**src/rtl/mux_n_1_scan.sv**
```systemverilog
// N:1 multiplexer with registered output, manual select or round-robin scan with per-channel dwell.
// Optional scan mask port enabled by defining MUX_N_1_SCAN_MASK_EN.
module mux_n_1_scan #(
    parameter int N     = 4,
    parameter int W     = 1,
    parameter int DWELL = 1,
    localparam int SW   = $clog2(N),
    localparam int DCW  = $clog2(DWELL) + 1
) (
    input  logic            clk,
    input  logic            rst,
    input  logic [N*W-1:0]  in_bus,
    input  logic [SW-1:0]   sel,
    input  logic            en,
    input  logic            mode,
`ifdef MUX_N_1_SCAN_MASK_EN
    input  logic [N-1:0]    mask,
`endif
    output logic [W-1:0]    y,
    output logic [SW-1:0]   ch,
    output logic            valid,
    output logic            wrap
);

    localparam logic [SW-1:0]  PTR_LAST = SW'(N - 1);
    localparam logic [DCW-1:0] CNT_LAST = DCW'(DWELL - 1);

    logic [SW-1:0]  ptr, ptr_n;
    logic [DCW-1:0] cnt, cnt_n;
    logic [W-1:0]   y_n;
    logic [SW-1:0]  ch_n;
    logic           valid_n, wrap_n;
    logic [W-1:0]   sel_data, ptr_data;
    logic           sel_ok;

    // Loop-based pick keeps out-of-range indices (non power-of-2 N) from slicing past in_bus.
    function automatic logic [W-1:0] pick(input logic [N*W-1:0] bus, input logic [SW-1:0] idx);
        pick = '0;
        for (int unsigned k = 0; k < N; k++) begin
            if (idx == SW'(k)) pick = bus[k*W +: W];
        end
    endfunction

    assign sel_data = pick(in_bus, sel);
    assign ptr_data = pick(in_bus, ptr);
    assign sel_ok   = (int'(sel) < N);

`ifdef MUX_N_1_SCAN_MASK_EN
    logic [SW-1:0] nxt_ptr;
    logic          nxt_found, nxt_wrap;
    logic [SW-1:0] probe;

    // Descending offsets so the nearest enabled channel after ptr is the last one written.
    always_comb begin
        nxt_ptr   = ptr;
        nxt_found = 1'b0;
        nxt_wrap  = 1'b0;
        probe     = '0;
        for (int unsigned off = N; off >= 1; off--) begin
            probe = SW'((int'(ptr) + off) % N);
            if (mask[probe]) begin
                nxt_ptr   = probe;
                nxt_found = 1'b1;
                nxt_wrap  = ((int'(ptr) + off) >= N);
            end
        end
    end
`endif

    always_comb begin
        y_n     = y;
        ch_n    = ch;
        valid_n = 1'b0;
        wrap_n  = 1'b0;
        ptr_n   = ptr;
        cnt_n   = cnt;
        if (en) begin
            if (!mode) begin
                ptr_n = '0;
                cnt_n = '0;
                ch_n  = sel;
                if (sel_ok) begin
                    y_n     = sel_data;
                    valid_n = 1'b1;
                end else begin
                    y_n     = '0;
                end
            end else begin
                ch_n = ptr;
`ifdef MUX_N_1_SCAN_MASK_EN
                if (!nxt_found) begin
                    y_n   = '0;
                    cnt_n = '0;
                end else begin
                    y_n     = ptr_data;
                    valid_n = 1'b1;
                    if (cnt == CNT_LAST) begin
                        cnt_n  = '0;
                        ptr_n  = nxt_ptr;
                        wrap_n = nxt_wrap;
                    end else begin
                        cnt_n = cnt + DCW'(1);
                    end
                end
`else
                y_n     = ptr_data;
                valid_n = 1'b1;
                if (cnt == CNT_LAST) begin
                    cnt_n  = '0;
                    ptr_n  = (ptr == PTR_LAST) ? '0 : ptr + SW'(1);
                    wrap_n = (ptr == PTR_LAST);
                end else begin
                    cnt_n = cnt + DCW'(1);
                end
`endif
            end
        end
    end

    always_ff @(posedge clk or posedge rst) begin
        if (rst) begin
            y     <= '0;
            ch    <= '0;
            valid <= 1'b0;
            wrap  <= 1'b0;
            ptr   <= '0;
            cnt   <= '0;
        end else begin
            y     <= y_n;
            ch    <= ch_n;
            valid <= valid_n;
            wrap  <= wrap_n;
            ptr   <= ptr_n;
            cnt   <= cnt_n;
        end
    end

endmodule
```
**config.mk**
```make
export PLATFORM = sky130hd
export DESIGN_NAME = mux_n_1_scan
export DESIGN_NICKNAME = d
export VERILOG_FILES = /design/src/rtl/mux_n_1_scan.sv
export SDC_FILE = /design/constraint.sdc
export NUM_CORES = 1
export LEC_CHECK = 0
export BUFFER_PORTS_ARGS = -buffer_cell sky130_fd_sc_hd__buf_2
export CAP_MARGIN = 20
export CORE_AREA = 5 5 42 44
export CTS_CLUSTER_SIZE = 16
export DETAILED_ROUTE_END_ITERATION = 16
export DIE_AREA = 0 0 47 49
export GPL_TIMING_DRIVEN = 0
export SLEW_MARGIN = 5
export SYNTH_ARGS = -nofsm -noshare
export SYNTH_HDL_FRONTEND = slang
export SYNTH_SLANG_ARGS = --single-unit
```
**constraint.sdc**
```tcl
create_clock -name clk -period 2.9 [get_ports clk]
set_input_delay 0.29 -clock clk [delete_from_list [all_inputs] [get_ports clk]]
set_output_delay 0.29 -clock clk [all_outputs]
set_load 0.01 [all_outputs]
```
==> results of run 1 <==
## report_power, final
part	internal [mW]	leakage [nW]	switching, mW
Sequential	0.109	0.0871	0.00693
Combinational	0.0302	0.176	0.0309
Clock	0.0524	0.0150	0.0344
## synth_stat cells (2+ instances only)
cell	instances
a21oi_1	2
dfrtp_1	7
ha_1	4
inv_1	3
mux2i_1	4
nand2b_1	2
nand3_1	2
nand3b_1	2
nor2_1	2
o21ai_0	2
## per-layer routing
layer,global-route usage (%),routed length (um),vias up
met5,0,0,-
met4,2.765,0,0
met3,5.535,81,0
met2,9.955,373,13
met1,10.31,356,150
li1,-,-,176
## worst max-delay path by stage
stage	from	endpoint	slack [ns]	depth (start not counted)
finish	ptr[0]$_DFFE_PP0P_	y$_DFFE_PP0P_	1.36	5
CTS	ptr[0]$_DFFE_PP0P_	y$_DFFE_PP0P_	1.36	5
floorplan	ptr[0]$_DFFE_PP0P_	y$_DFFE_PP0P_	1.48	5
global route	ptr[0]$_DFFE_PP0P_	y$_DFFE_PP0P_	1.27	5
detailed placement	ptr[0]$_DFFE_PP0P_	y$_DFFE_PP0P_	1.38	5
global placement	ptr[0]$_DFFE_PP0P_	y$_DFFE_PP0P_	1.39	5
## layout make-up
type	instances	area (um^2)
plain buffers	2	15.01
clock buffers	4	26.28
fillers	154	864.6
inverters	3	11.26
multi-input cells	27	214.0
flip-flops and latches	7	175.2
well taps	16	20.02
repair buffers	14	75.07
## critical path, cell delays in order (launching register included)
cell and delay [ns]:
dfrtp_1 0.39, inv_1 0.10, ha_1 0.23, or4bb_1 0.47, nand4b_1 0.11, a41o_1 0.17
## logic make-up (layout without fill, tap and decap cells)
family,Yosys count,count (layout)
buf+inv,5,23
mux,4,4
flops,7,7
fa+ha+maj,4,4
compound gates,6,6
simple gates,13,13
## flip-flops by register name (all words and copies together) (netlist names)
signal	cells
ch	2
ptr	2
y	1
wrap	1
valid	1
## stage by stage
step | instances | hold slack (ns) | power [mW] | util [%]
floorplan | 39 | 0.09340 | 0.1557 | -
CTS | 73 | 0.1909 | 0.2693 | 38.30
global route | 73 | 0.1988 | 0.2854 | 38.30
finish | 73 | 0.1957 | 0.2637 | 38.30
global placement | 68 | 0.2306 | 0.1775 | 35.71
detailed placement | 68 | 0.2386 | 0.1788 | 35.71
## timing repair
| item | CTS | global route |
|---|---|---|
| endpoints found under the hold margin | 7 | 0 |
| hold buffers | 1 | 0 |
| setup endpoints to repair | 0 | 0 |
## cell usage in the layout, fill, tap and decap left out
master         instances
buf_2                 13
dfrtp_1                7
mux2i_1                4
ha_1                   4
inv_1                  3
clkbuf_4               3
clkbuf_1               2
nor2_1                 2
a21oi_1                2
nand3b_1               2
nand2b_1               2
nand3_1                2
o21ai_0                2
buf_6                  1
or4bb_1                1
nand2_1                1
nand4b_1               1
or3b_1                 1
o221ai_1               1
a41o_1                 1
and3_2                 1
dlygate4sd3_1          1
==> results.sh, run 1 <==
export IMPL_irDropWorstVdd_mv=0.2293
export IMPL_drv_cap=0
export IMPL_grt_pass1_wl_mm=1.290
export IMPL_grtUsageTotal_pct=7.867
export IMPL_cts_root_buffer="clkbuf_4"
export IMPL_synth_mux_area_share_pct=9.639
export IMPL_outcome="finished clean"
export IMPL_post_drt_wl_per_cell_um=11.11
export IMPL_die_area_um2=2303
export IMPL_postCtsResizedCells=0
export IMPL_synthArstFlopShare_pct=100.0
export IMPL_p_per_area_nw_per_um2=491.2
export IMPL_yosysWarnings=0
export IMPL_min_delay_start="en"
export IMPL_slew_violations=0
export IMPL_layout_setup_ws_ns=1.363
export IMPL_hold_depth=1
export IMPL_path_clk_slew_ns=0.05
export IMPL_hp_class="in -> reg"
export IMPL_hpwl_um=659.3
export IMPL_fp_dieH_um=49
export IMPL_drc_errors=0
export IMPL_design_area_um2=536.8
export IMPL_fin_nets=72
export IMPL_grt_pass1_vias=312
export IMPL_synth_top_family_by_area="simple AND/OR/NAND/NOR gates"
export IMPL_path_class="reg -> reg"
export IMPL_ios=15
export IMPL_period_share_pct=52.98
export IMPL_worst_hold_path_endpoint="valid$_DFF_PP0_"
export IMPL_r2r_end="y$_DFFE_PP0P_"
export IMPL_portBuffers=13
export IMPL_gp_congestion=0.7019
export IMPL_vias=339
export IMPL_end_kind="flip-flop"
export IMPL_power_leakage_nw=0.2778
export IMPL_wirelength_um=811
export IMPL_skew_ns=0.0009292
export IMPL_drive_gt1_share_pct=31.58
export IMPL_synth_fa_ha_area_share_pct=12.05
export IMPL_synthSimpleGateAreaFrac_pct=20.48
export IMPL_crit_fanout=4
export IMPL_fin_crit_ns=1.537
export IMPL_synth_top_cell_area_share_pct=42.17
export IMPL_synth_area_um2=415.4
export IMPL_synth_area_leader_cell="dfrtp_1"
export IMPL_cts_sinks=7
export IMPL_reg2reg_depth=5
export IMPL_timing_rr_start="ptr[0]$_DFFE_PP0P_"
export IMPL_grt_start_max_net_pins=11
export IMPL_relSlewSlack_pct=76.33
export IMPL_synth_xor_area_share_pct=0
export IMPL_syn_num_nets=53
export IMPL_antenna_found_initial=0
export IMPL_rsz0062_at_grt="no"
export IMPL_drtIter0Drc=2
export IMPL_setup_tns_ns=0
export IMPL_fmax_mhz=650.8
export IMPL_cp_arrival_ns=1.72
export IMPL_rows=14
export IMPL_ys_ff_latch=7
export IMPL_overflow=0
export IMPL_viasPerCell=4.644
export IMPL_tightestPinTransition_ns=0.3551
export IMPL_synthFlopType="dfrtp_1"
export IMPL_cts_buffer_depth=2
export IMPL_synth_distinct_cells=19
export IMPL_cts_buffers=3
export IMPL_required_ns=3.09
export IMPL_core_area_um2=1401
export IMPL_synth_area_leaders="dfrtp_1 42%, ha_1 12%, mux2i_1 9.6%, nand3b_1 3.6%, nand2b_1 3.0%"
export IMPL_syn_inst=39
export IMPL_num_antenna_cells=0
export IMPL_yosysSeqAreaShare_pct=42.17
export IMPL_dr_pass1_iters=4
export IMPL_synth_compound_area_share_pct=9.337
export IMPL_start_kind="flip-flop"
export IMPL_h_tree_depth=1
export IMPL_dpl_cell_area_um2=500.5
export IMPL_setup_viol=0
export IMPL_avgSynthCellArea_um2=10.65
export IMPL_hold_viol=0
export IMPL_r2r_slack_ns=1.36
export IMPL_pre_cts_ws_ns=1.376
export IMPL_area_growth_pct=29.22
export IMPL_fp_dieW_um=47
export IMPL_cts_tree="built"
export IMPL_ant_nets=0
export IMPL_initial_utilization_pct=29.64
export IMPL_cts_setup_buffers=0
export IMPL_synth_edf_count=0
export IMPL_worstSkewPairLatency_ns=0.25
(Power assumes the default switching activity.)
==> inputs of run 2 (changes only) <==
ABC_AREA = 1   (was unset)
clock period = 1.25 ns   (was 2.9 ns; I/O delays follow)
==> results.sh, run 2 <==
export IMPL_relSlewSlack_pct=82.99
export IMPL_fin_crit_ns=1.213
export IMPL_synth_area_leaders="dfrtp_1 44%, nand2_1 15%, ha_1 12%, inv_1 7.5%, nand3_1 5.0%"
export IMPL_startpoint="ptr[0]$_DFFE_PP0P_"
export IMPL_fillerInstances=150
export IMPL_rsz0062_at_grt="yes"
export IMPL_ant_nets=0
export IMPL_synthFlopType="dfrtp_1"
export IMPL_period_share_pct=97.01
export IMPL_synth_common_cells="16 x nand2_1, 8 x inv_1, 7 x dfrtp_1"
export IMPL_rows=14
export IMPL_ys_ff_latch=7
export IMPL_layout_commonest_cell="nand2_1"
export IMPL_required_ns=1.39
export IMPL_stdcell_count=91
export IMPL_cts_buffers=3
export IMPL_end_kind="flip-flop"
export IMPL_fmax_mhz=824.7
export IMPL_slew_violations=0
export IMPL_reg_top3="ch x2, ptr x2"
export IMPL_irDropWorstVdd_mv=0.5646
export IMPL_ios=15
export IMPL_grt_start_max_net_pins=8
export IMPL_outcome="finished clean"
export IMPL_cts_buffer_depth=2
export IMPL_worstSkewPairLatency_ns=0.25
export IMPL_antenna_found_initial=0
export IMPL_area_growth_pct=50.78
export IMPL_overflow=0
export IMPL_hold_viol=0
export IMPL_synth_distinct_cells=12
export IMPL_drtIter0Drc=7
export IMPL_path_class="reg -> reg"
export IMPL_synth_top_cell_area_share_pct=43.61
export IMPL_setup_viol=0
export IMPL_dr_pass1_iters=2
export IMPL_start_kind="flip-flop"
export IMPL_design_area_um2=605.6
export IMPL_synth_edf_count=0
export IMPL_synthArstFlopShare_pct=100.0
export IMPL_grtUsageTotal_pct=8.717
export IMPL_r2r_slack_ns=0.04
export IMPL_syn_num_nets=67
export IMPL_grt_pass1_wl_mm=1.400
export IMPL_h_tree_depth=1
export IMPL_cp_endpoint="y$_DFFE_PP0P_"
export IMPL_fp_dieW_um=47
export IMPL_synth_area_um2=401.6
export IMPL_r2r_end="y$_DFFE_PP0P_"
export IMPL_drive_gt1_share_pct=44.00
export IMPL_vias=395
export IMPL_placed_cells_incl_taps=83
export IMPL_hp_class="in -> reg"
export IMPL_hpwl_um=702.1
export IMPL_fin_nets=90
export IMPL_grt_pass1_vias=347
export IMPL_drv_cap=0
export IMPL_p_per_area_nw_per_um2=1114
export IMPL_power_leakage_nw=0.3159
export IMPL_drc_errors=0
export IMPL_fp_dieH_um=49
export IMPL_final_cell_mix="15 x nand2_1, 14 x buf_2, 5 x inv_1, 5 x dfrtp_1"
export IMPL_avgSynthCellArea_um2=7.578
export IMPL_reg2reg_depth=9
export IMPL_tightestPinTransition_ns=0.2549
export IMPL_die_area_um2=2303
export IMPL_portBuffers=14
export IMPL_syn_inst=53
export IMPL_yosysWarnings=0
export IMPL_core_area_um2=1401
export IMPL_cp_arrival_ns=1.35
export IMPL_dpl_cell_area_um2=491.7
export IMPL_num_antenna_cells=0
export IMPL_post_drt_wl_per_cell_um=10.26
export IMPL_path_clk_slew_ns=0.05
export IMPL_wirelength_um=934
export IMPL_gp_congestion=0.7308
export IMPL_initial_utilization_pct=28.66
export IMPL_viasPerCell=4.341
export IMPL_cts_tree="built"
export IMPL_timing_rr_start="ptr[0]$_DFFE_PP0P_"
export IMPL_synth_area_leader_cell="dfrtp_1"
export IMPL_cts_root_buffer="clkbuf_4"
export IMPL_skew_ns=0.001197
export IMPL_cts_sinks=7
export IMPL_yosysSeqAreaShare_pct=43.61
export IMPL_yosysMostFrequentCell="nand2_1"
export IMPL_crit_fanout=3
==> run 2: cell types whose count changed after synthesis, moves of 2 or more <==
cell	delta
nand2_1	+15
nand3_1	+2
nand2b_1	-2
inv_2	+2
inv_1	+5
mux2i_1	-4
==> run 2: kinds of logic after synthesis <==
logic type      synth area share [%]
fa+ha+maj                      12.46
simple gates                   25.86
buf+inv                        9.347
compound gates                 8.719
flops                          43.61
==> run 2: how the worst min path moves through the flow <==
| stage | start | end | slack, ns | cells after the start |
|---|---|---|---|---|
| 3_5_place_dp | rst | valid$_DFF_PP0_ | 0.07 | 2 |
| 6_report | en | valid$_DFF_PP0_ | 0.06 | 1 |
| 3_3_place_gp | rst | y$_DFFE_PP0P_ | 0.06 | 2 |
| 5_1_grt | en | valid$_DFF_PP0_ | 0.05 | 1 |
| 2_1_floorplan | rst | ch[0]$_DFFE_PP0P_ | -0.07 | 1 |
| 4_1_cts | en | valid$_DFF_PP0_ | 0.05 | 1 |
==> run 2: what timing repair did <==
action | in CTS | in global routing
endpoints found under the hold margin | 7 | 0
hold buffers | 1 | 0
resized for setup | 0 | 16
buffers inserted | 0 | 3
setup endpoints to repair | 0 | 1
==> run 2: worst max-delay path, cell delays in order (launching register included) <==
cell     delay (ns)
dfrtp_2        0.44
inv_2          0.10
ha_2           0.19
inv_1          0.04
nand3_1        0.07
nand2_1        0.06
nand2_1        0.05
nand2_1        0.06
nand2_1        0.05
nand2_1        0.05
==> run 2: report_power, final <==
group / internal, mW / leakage, nW / switching [mW]
clock: 0.121 / 0.0150 / 0.0787
sequential: 0.254 / 0.0847 / 0.0234
combinational: 0.0946 / 0.216 / 0.103
==> run 2: per-stage QoR <==
| step | utilization, % | power [mW] | TNS (ns) | setup WS [ns] | hold WS, ns |
|---|---|---|---|---|---|
| finish | 43.21 | 0.6748 | 0 | 0.03741 | 0.06103 |
| global route | 43.21 | 0.7364 | -0.04047 | -0.04047 | 0.04965 |
| CTS | 37.68 | 0.6288 | 0 | 0.04833 | 0.04560 |
| detailed placement | 35.09 | 0.4165 | 0 | 0.05011 | 0.06799 |
| global placement | 35.09 | 0.4142 | 0 | 0.07011 | 0.06312 |
| floorplan | - | 0.3595 | 0 | 0.1547 | -0.07160 |
==> run 2: routing by layer <==
| metal | track usage [%] | part of all wire [%] | up-vias |
|---|---|---|---|
| li1 | - | - | 207 |
| met1 | 12.11 | 47 | 171 |
| met2 | 9.955 | 44 | 14 |
| met3 | 2.583 | 6.0 | 3 |
| met4 | 8.295 | 3.2 | 0 |
| met5 | 0 | 0 | - |
==> run 2: cell type report <==
type | instances | area [um^2] | share of cell area, %
multi-input combinational | 36 | 235.2 | 38.84
sequential | 7 | 177.7 | 29.34
timing repair buffer | 18 | 106.4 | 17.56
inverter | 10 | 40.04 | 6.612
clock buffer | 4 | 26.28 | 4.339
tap | 16 | 20.02 | 3.306
